[config.mk]
export PLATFORM = sky130hd
export DESIGN_NAME = uart_rx_cfg
export DESIGN_NICKNAME = d
export VERILOG_FILES = /design/src/rtl/uart_rx_cfg.sv
export SDC_FILE = /design/constraint.sdc
export NUM_CORES = 1
export LEC_CHECK = 0
export ABC_AREA = 1
export CAP_MARGIN = 20
export CORE_MARGIN = 2
export CORE_UTILIZATION = 59
export DETAILED_ROUTE_END_ITERATION = 8
export PLACE_DENSITY = 0.88
export SLEW_MARGIN = 15
export SYNTH_ARGS = -nofsm -noshare
export SYNTH_HDL_FRONTEND = slang
export SYNTH_SLANG_ARGS = --single-unit
[constraint.sdc]
create_clock -name clk -period 3.3 [get_ports clk]
set_clock_uncertainty 0.2 [all_clocks]
set_input_delay 0.495 -clock clk [delete_from_list [all_inputs] [get_ports clk]]
set_output_delay 0.495 -clock clk [all_outputs]
set_load 0.01 [all_outputs]
[src/rtl/uart_rx_cfg.sv]
// uart_rx_cfg: oversampling UART receiver with configurable width,
// parity and stop bits, delivering frames through a valid/ready register.
module uart_rx_cfg #(
  parameter int CLKS_PER_BIT = 16,
  parameter int DATA_BITS    = 8,
  parameter int PARITY       = 0,
  parameter int STOP_BITS    = 1
) (
  input  logic                 clk,
  input  logic                 rst,
  input  logic                 rxd,
  input  logic                 rx_ready,
  output logic [DATA_BITS-1:0] rx_data,
  output logic                 rx_valid,
  output logic                 rx_parity_err,
  output logic                 rx_frame_err,
  output logic                 rx_overrun,
  output logic                 rx_busy
);

  localparam int CW = $clog2(CLKS_PER_BIT);
  localparam logic [CW-1:0] HALF_M1 =
    CW'(CLKS_PER_BIT / 2 - 1);
  localparam logic [CW-1:0] FULL_M1 =
    CW'(CLKS_PER_BIT - 1);
  localparam logic [3:0] LAST_D = 4'(DATA_BITS - 1);
  localparam logic [3:0] LAST_S = 4'(STOP_BITS - 1);
  localparam logic PAR_REF = 1'(PARITY == 1);

  typedef enum logic [2:0] {
    IDLE, START, DATA, PAR, STOP
  } state_t;

  state_t               state, state_n;
  logic [1:0]           sync_q;
  logic                 rxd_s;
  logic [CW-1:0]        cnt, cnt_n;
  logic [3:0]           idx, idx_n;
  logic [DATA_BITS-1:0] shreg, shreg_n;
  logic                 par, par_n;
  logic                 perr, perr_n;
  logic                 ferr, ferr_n;
  logic                 armed, armed_n;
  logic                 load;

  assign rxd_s   = sync_q[1];
  assign rx_busy = (state != IDLE);

  always_ff @(posedge clk) begin
    if (!rst) begin
      sync_q <= 2'b11;
      state  <= IDLE;
      cnt    <= '0;
      idx    <= '0;
      shreg  <= '0;
      par    <= 1'b0;
      perr   <= 1'b0;
      ferr   <= 1'b0;
      armed  <= 1'b0;
    end else begin
      sync_q <= {sync_q[0], rxd};
      state  <= state_n;
      cnt    <= cnt_n;
      idx    <= idx_n;
      shreg  <= shreg_n;
      par    <= par_n;
      perr   <= perr_n;
      ferr   <= ferr_n;
      armed  <= armed_n;
    end
  end

  always_comb begin
    state_n = state;
    cnt_n   = cnt + 1'b1;
    idx_n   = idx;
    shreg_n = shreg;
    par_n   = par;
    perr_n  = perr;
    ferr_n  = ferr;
    armed_n = armed;
    load    = 1'b0;
    unique case (state)
      IDLE: begin
        cnt_n = '0;
        if (armed && !rxd_s) begin
          state_n = START;
          armed_n = 1'b0;
          idx_n   = '0;
          par_n   = 1'b0;
          perr_n  = 1'b0;
          ferr_n  = 1'b0;
        end else if (rxd_s) begin
          armed_n = 1'b1;
        end
      end
      START: begin
        if (cnt == HALF_M1) begin
          cnt_n = '0;
          if (!rxd_s) begin
            state_n = DATA;
          end else begin
            // glitch: line already high again
            state_n = IDLE;
            armed_n = 1'b1;
          end
        end
      end
      DATA: begin
        if (cnt == FULL_M1) begin
          cnt_n   = '0;
          shreg_n = {rxd_s, shreg[DATA_BITS-1:1]};
          par_n   = par ^ rxd_s;
          if (idx == LAST_D) begin
            idx_n   = '0;
            state_n = (PARITY != 0) ? PAR : STOP;
          end else begin
            idx_n = idx + 1'b1;
          end
        end
      end
      PAR: begin
        if (cnt == FULL_M1) begin
          cnt_n   = '0;
          perr_n  = (par ^ rxd_s) != PAR_REF;
          state_n = STOP;
        end
      end
      STOP: begin
        if (cnt == FULL_M1) begin
          cnt_n = '0;
          if (!rxd_s) ferr_n = 1'b1;
          if (idx == LAST_S) begin
            load    = 1'b1;
            idx_n   = '0;
            state_n = IDLE;
            armed_n = rxd_s;
          end else begin
            idx_n = idx + 1'b1;
          end
        end
      end
      default: state_n = IDLE;
    endcase
  end

  always_ff @(posedge clk) begin
    if (!rst) begin
      rx_data       <= '0;
      rx_valid      <= 1'b0;
      rx_parity_err <= 1'b0;
      rx_frame_err  <= 1'b0;
      rx_overrun    <= 1'b0;
    end else begin
      rx_overrun <= 1'b0;
      if (load) begin
        if (rx_valid && !rx_ready) begin
          rx_overrun <= 1'b1;
        end else begin
          rx_data       <= shreg;
          rx_valid      <= 1'b1;
          rx_parity_err <= perr;
          rx_frame_err  <= ferr_n;
        end
      end else if (rx_valid && rx_ready) begin
        rx_valid <= 1'b0;
      end
    end
  end

endmodule

After elaboration in Yosys (flattened, before gate mapping)
Index checks and enable logic that the tools add are counted.
{"block": "word_totals", "ff_bits": 37, "input_bits": 4, "output_inout_bits": 13, "wordCells": 95}
{"block": "classes", "add_sub_neg": 2, "n_eq_ne": 15, "n_mux": 39, "bitwise_logic": 2, "n_reduce_logical": 23}
{"operator": "4-bit two-way mux", "count": 7}
{"operator": "4-bit case mux with 3 select lines", "count": 2}
{"operator": "3-bit two-way mux", "count": 7}
{"operator": "1-bit two-way mux", "count": 17}
{"operator": "2-bit inequality test, second input constant", "count": 8}
{"operator": "3-bit case mux with 5 select lines", "count": 1}
{"operator": "3-bit nonzero test", "count": 3}
{"operator": "4-bit by 1-bit adder with 4-bit output, second input constant", "count": 2}
{"operator": "4-bit by 3-bit equality test with 1-bit output, second input constant", "count": 2}
{"operator": "2-bit AND reduction", "count": 4}
{"operator": "4-bit AND reduction", "count": 2}
{"operator": "7-bit AND reduction", "count": 1}
{"operator": "3-bit by 2-bit equality test with 1-bit output, second input constant", "count": 2}
{"operator": "1-bit case mux with 2 select lines", "count": 3}
{"operator": "3-bit AND reduction", "count": 2}
{"operator": "2-bit nonzero test", "count": 3}
{"operator": "4-bit equality test, second input constant", "count": 1}
{"operator": "4-bit logical NOT", "count": 1}
{"operator": "3-bit by 1-bit equality test with 1-bit output, second input constant", "count": 1}
{"operator": "3-bit equality test, second input constant", "count": 1}
{"operator": "1-bit logical AND", "count": 3}
{"operator": "3-bit logical NOT", "count": 1}
{"operator": "1-bit case mux with 3 select lines", "count": 1}
{"operator": "3-bit OR reduction", "count": 1}
{"operator": "4 further kinds", "count": 5}

Depth between registers and ports, before layout
Gate-level depths: netlist of the first run.
{"block": "logic_depth", "depth_word": 6, "mapped_depth": 11, "ltp_nobuf": 11}

Least setup slack after synthesis of the first run
Ideal clock, no wire load.
{"block": "synth_timing", "kind": "reg2reg", "start": "reg cnt[0]", "end": "reg idx[2]", "setup_ps": 115, "t_arrival_ps": 1264, "required_ps": 2985, "slack_ps": 1721, "stages_incl_launch_ff": 11, "path_buffers": 0, "period_less_slack_ps": 1579, "cell_sequence": "dfxtp_1 > ha_1 > nand2_1 > inv_1 > nand2_1 > nand2_1 > nand2_1 > nor2_2 > inv_1 > a21oi_1 > nor2_1"}
{"block": "synth_between", "elab_chain_cells": 3, "word_cells_on_any_way": 4, "classes_between": "eq/ne: 3; reduce/logical: 1"}
{"item": "start, declared", "line": "37", "text": "logic [CW-1:0] cnt, cnt_n;"}
{"item": "start signal, assigned", "line": "63", "text": "cnt <= cnt_n;"}
{"item": "4-bit equality test *", "line": "110, 130"}
{"item": "2-bit inequality test (no source line)"}
{"item": "4-bit AND reduction (no source line) *"}
{"item": "end signal, assigned", "line": "64", "text": "idx <= idx_n;"}
{"item": "end, declared", "line": "38", "text": "logic [3:0] idx, idx_n;"}
Every way passes the cells marked *; elsewhere a longest branch is shown, timed or not.
A chain may end at the register's enable or synchronous reset.

Worst setup path in the final report of the first run
{"block": "layout_timing", "start": "reg state[2]", "end": "out rx_busy"}
{"block": "layout_between", "elab_chain_cells": 1}
{"item": "start, declared", "line": "34", "text": "state_t state, state_n;"}
{"item": "start signal, assigned", "line": "62", "text": "state <= state_n;"}
{"item": "3-bit nonzero test", "line": "47", "text": "assign rx_busy = (state != IDLE);"}
{"item": "end, declared", "line": "18", "text": "output logic rx_busy"}
No other way between the ends.

==> results.json, run 1 <==
{
  "portBuffers": 16,
  "r2r_end": "idx[2]",
  "cp_max_fo": 9,
  "max_stage_delay_ps": 540,
  "drt-total-wl_um": 3140,
  "critical_path_arrival_ps": 1610,
  "clock-root-buffer": "clkbuf_4",
  "crit_buf_inv": 2,
  "hold_end": "sync_q[1]",
  "grt_pass1_wl_um": 5310,
  "drc_errors": 0,
  "rsz0062_at_grt": "false",
  "final_layout_size_suffix_gt1_share_pct": 10.6,
  "required_ps": 2600,
  "synth-edff-count": 0,
  "crit_path_cell_trace": "inv_2 -> nand2_2 -> clkdlybuf4s50_1",
  "grt_overflow": 0,
  "synthCells": 235,
  "endpoint_kind": "output port",
  "nFillCells": 218,
  "slew_viol_final": 0,
  "fin_crit_ps": 2300,
  "ant_nets": 0,
  "diodes": 0,
  "first_global_vias": 1286,
  "r2r_slack_ps": 1460,
  "worstHoldStart": "sync_q[0]",
  "initial_utilization_pct": 61.7,
  "worst_path_dominant_cell_family": "buffers and inverters",
  "layout_common_cells": "66 x nor2_1, 37 x dfxtp_1, 31 x nand2_1, 23 x inv_1, 21 x o21ai_0",
  "die_y_um": 57.5,
  "wl_per_cell_um": 11.0,
  "pin_count": 17,
  "viasPerCell": 5.00,
  "max_cap_viol_count": 0,
  "post_cts_resized": 0,
  "r2r_start": "cnt[0]",
  "max_clock_freq_ghz": 0.434,
  "status": "finished, final reports clean",
  "multi_input_comb_area_um2": 813,
  "finalCritPeriodShare_pct": 69.8,
  "cp-start-kind": "flop",
  "hpwlAfterDp_um": 2260,
  "clk_latency_ps": 350,
  "seq_area_um2": 741,
  "cts_tree": "done",
  "final_common_cell": "nor2_1",
  "yosysWarnings": 0,
  "routabilityCongestion": 0.850,
  "post_cts_buffers": 0,
  "coreArea_mm2": 0.00273,
  "dr_total_vias": 1431,
  "synth_area_leaders": "dfxtp_1 44%, nor2_1 15%, nand2_1 6.9%",
  "crit_path_top_delay_cell": "clkdlybuf4s50_1",
  "min_path_cells": 1,
  "die_area_mm2": 0.00330,
  "fin_setup_tns_ps": 0,
  "hold_path.class": "reg2reg",
  "power.density_mw_per_mm2": 583,
  "peakVddDrop_mv": 0.578,
  "syn_to_final_growth_pct": 15.5,
  "ys_types": 27,
  "synth-seq-cells": 37,
  "syn-num-nets": 242,
  "clock_path_buffers": 2,
  "async_flop_share_pct": 0,
  "grt_max_degree": 29,
  "grt.total_usage_pct": 20.9,
  "synth_top_area_share_pct": 43.9,
  "p_leak_nw": 0.910,
  "seq_area_frac_synth_pct": 43.9,
  "cts-hold-fix-buffers": 0,
  "hold_violations": 0,
  "rows": 19,
  "cts_buffers": 5,
  "syn-cell-area_mm2": 0.00169,
  "power_mw": 1.14,
  "firstDrtPassIters": 4,
  "tightest_slew_ps": 310,
  "cts_sinks": 37,
  "setup_violations": 0,
  "final_nets": 261,
  "holdWs_ps": 240,
  "drt_iter0_drc": 37,
  "reg2reg_depth": 10,
  "synth_area_leader_cell": "dfxtp_1",
  "critical_path_class": "reg2out",
  "die_w_um": 57.5,
  "synth_top_flop_cell": "dfxtp_1",
  "antenna_found_initial": 0,
  "slew_headroom_pct": 78.8,
  "postSynthAreaPerCell_um2": 7.18,
  "path_clk_slew_ps": 110,
  "htreeDepth": 2
}
per-stage QoR:
step / util [%] / area [µm²] / setup WS (ps) / cells
finish: 71.3 / 1950 / 996 / 286
global route: 71.3 / 1950 / 919 / 286
detailed placement: 68.2 / 1860 / 1230 / 278
floorplan: - / 1690 / 1720 / 235
global placement: 68.2 / 1860 / 1260 / 278
CTS: 71.3 / 1950 / 995 / 286
synthesized netlist by cell type, types with 3 or more instances:
library cell  count
nor2_4            5
inv_1            23
o21ai_1           8
a21oi_1           6
nor2_1           66
dfxtp_1          37
or2_2             3
ha_1              3
nand3_1           8
inv_2             3
nand2_1          31
o21ai_0          21
final cells by class:
type	instances	share of cell area (%)
Multi-Input combinational cell	166	41.7
Sequential cell	37	38.0
Timing Repair Buffer	17	8.60
Inverter	27	5.33
Clock buffer	7	2.82
Tap cell	31	1.99
Clock inverter	1	1.54
worst max-delay path by stage:
stage | start | end | cells after the start
after CTS | state[2] | rx_busy | 3
after global placement | rst | cnt[2] | 4
final | state[2] | rx_busy | 3
after global routing | state[2] | rx_busy | 3
after detailed placement | rst | cnt[2] | 4
after floorplan | cnt[0] | idx[2] | 10
per-layer routing:
| layer | GRT usage (%) | part of all wire [%] | routed length [µm] | vias up |
|---|---|---|---|---|
| met3 | 6.80 | 4.0 | 125 | 7 |
| met2 | 34.7 | 48 | 1520 | 16 |
| met4 | 8.31 | 1.4 | 43 | 0 |
| met1 | 25.0 | 46 | 1450 | 634 |
| met5 | 0 | 0 | 0 | - |
| li1 | - | - | - | 774 |
report_power, final:
group	switching (mW)	leakage (nW)	internal [mW]
Sequential	0.0382	0.300	0.481
Combinational	0.177	0.565	0.110
Clock	0.151	0.0455	0.181
logic make-up after synthesis:
kind of cell	count (synthesis)	synth area share [%]
AOI/OAI and AO/OA	38	11.6
DFF	37	43.9
adders and majority gates	3	2.22
buffers and inverters	32	7.93
xor gates and xnor gates	3	1.56
and+or+nand+nor	122	32.8
sequential cells by signal (all words and copies together), names as in the netlist, 2 cells and up:
signal   cells
cnt          4
idx          4
rx_data      8
shreg        8
state        3
sync_q       2
Power figures use the tool's default switching activity.
==> inputs of run 2 (changes only) <==
--- a/config.mk
+++ b/config.mk
@@ -8,9 +8,9 @@
 export ABC_AREA = 1
 export CAP_MARGIN = 20
 export CORE_MARGIN = 2
-export CORE_UTILIZATION = 59
+export CORE_UTILIZATION = 50
 export DETAILED_ROUTE_END_ITERATION = 8
-export PLACE_DENSITY = 0.88
+export PLACE_DENSITY = 0.8
 export SLEW_MARGIN = 15
 export SYNTH_ARGS = -nofsm -noshare
 export SYNTH_HDL_FRONTEND = slang
==> constraint.sdc (replaced) <==
create_clock -name clk -period 1.9 [get_ports clk]
set_clock_uncertainty 0.2 [all_clocks]
set_input_delay 0.285 -clock clk [delete_from_list [all_inputs] [get_ports clk]]
set_output_delay 0.285 -clock clk [all_outputs]
set_load 0.01 [all_outputs]
==> results.json, run 2 (same netlist as run 1, synthesis figures left out) <==
{
  "pin_count": 17,
  "wl_per_cell_um": 10.6,
  "fin_crit_ps": 1720,
  "slew_viol_final": 0,
  "stdcell_count": 305,
  "cp-start-kind": "flop",
  "cts_tree": "done",
  "final_layout_size_suffix_gt1_share_pct": 13.1,
  "nFillCells": 308,
  "routabilityCongestion": 0.890,
  "setup_violations": 0,
  "max_clock_freq_ghz": 0.580,
  "cts_buffers": 5,
  "place_ws_ps": 161,
  "status": "finished, final reports clean",
  "seq_area_um2": 747,
  "endpoint_kind": "flop",
  "p_leak_nw": 0.935,
  "viasPerCell": 4.80,
  "die_area_mm2": 0.00386,
  "drc_errors": 0,
  "final_common_cell": "nor2_1",
  "finalCritPeriodShare_pct": 90.7,
  "grt_pass1_wl_um": 5740,
  "die_y_um": 62.1,
  "peakVddDrop_mv": 0.551,
  "firstDrtPassIters": 4,
  "drt-total-wl_um": 3220,
  "final_nets": 265,
  "hold_violations": 0,
  "required_ps": 1940,
  "placed_cell_area_mm2": 0.00192,
  "setup_slack_ps": 177,
  "antenna_found_initial": 0,
  "fin_util_pct": 61.2,
  "grt.total_usage_pct": 18.4,
  "portBuffers": 16,
  "die_w_um": 62.1,
  "grt_max_degree": 28,
  "coreArea_mm2": 0.00328,
  "path_clk_slew_ps": 110,
  "clk_latency_ps": 330,
  "hold_path.class": "reg2reg",
  "dr_total_vias": 1463,
  "layout_common_cells": "66 x nor2_1, 34 x dfxtp_1, 31 x nand2_1, 23 x inv_1, 21 x o21ai_0",
  "diodes": 0,
  "htreeDepth": 2,
  "slew_headroom_pct": 76.2,
  "power.density_mw_per_mm2": 971,
  "rows": 21,
  "clock-root-buffer": "clkbuf_4",
  "first_global_vias": 1308,
  "rsz0062_at_grt": "false",
  "drt_iter0_drc": 100,
  "critical_path_arrival_ps": 1760,
  "design_area_mm2": 0.00201,
  "max_cap_viol_count": 0,
  "fin_setup_tns_ps": 0,
  "syn_to_final_growth_pct": 19.1,
  "cp_max_fo": 10,
  "clock_path_buffers": 2,
  "hpwlAfterDp_um": 2370,
  "multi_input_comb_area_um2": 813,
  "top_regs": "rx_data x8, shreg x8",
  "cts_sinks": 37,
  "grt_overflow": 0,
  "cts-hold-fix-buffers": 0,
  "critical_path_class": "reg2reg",
  "dp_cells": 296,
  "ant_nets": 0,
  "tightest_slew_ps": 353,
  "initial_utilization_pct": 51.4
}
[run 2: cell count changes in the layout (fill, tap and decap cells not counted), sizes merged]
cell	change
clkdlybuf4s50	-1
clkbuf	-1
buf	+4
dlygate4sd2	+1
clkinv	+1
[run 2: final timing paths]
path | from | endpoint | slack [ps] | cells after the start
worst min-delay path | sync_q[0] | sync_q[1] | 230 | 1
worst max register to register | idx[0] | rx_frame_err | 180 | 9
worst min register to register | sync_q[0] | sync_q[1] | 230 | 1
worst max-delay path | idx[0] | rx_frame_err | 180 | 9
[run 2: timing repair]
| item | CTS | global route |
|---|---|---|
| buffers inserted | 1 | 0 |
| gates resized for setup | 5 | 0 |
| endpoints found under the setup margin | 1 | 0 |
[run 2: layout make-up]
type                            instances  share of cell area (%)
Timing Repair Buffer                   21                    10.4
Multi-Input combinational cell        166                    40.4
Inverter                               27                    5.16
Clock buffer                            6                    2.05
Clock inverter                          2                    1.93
Tap cell                               46                    2.86
Sequential cell                        37                    37.1
[run 2: routing by layer]
layer / vias to the layer above / wire length (µm) / part of all wire, % / track usage, %
li1: 789 / - / - / -
met1: 651 / 1600 / 50 / 23.9
met2: 21 / 1510 / 47 / 30.3
met3: 2 / 101 / 3.1 / 5.98
met4: 0 / 13 / 0.40 / 3.33
met5: - / 0 / 0 / 0
[run 2: worst max-delay path, cell delays in order, from the launching register on]
cell and delay [ps]:
dfxtp_1 370, inv_1 70, ha_1 150, nand2_1 90, nor2_4 140, nand3_4 100
nor2_4 190, inv_2 130, nor2_1 140, nor2_1 40
[run 2: stage by stage]
| stage | power [mW] | hold slack [ps] |
|---|---|---|
| CTS | 1.97 | 231 |
| global route | 2.09 | 262 |
| detailed placement | 1.42 | 204 |
| global placement | 1.41 | 198 |
| floorplan | 1.31 | 192 |
| finish | 1.95 | 229 |
[run 2: power by group]
group          switching (mW)  leakage, nW  internal [mW]
clock                   0.260       0.0424          0.280
sequential             0.0618        0.301          0.839
combinational           0.316        0.591          0.195
total                   0.638        0.935           1.31
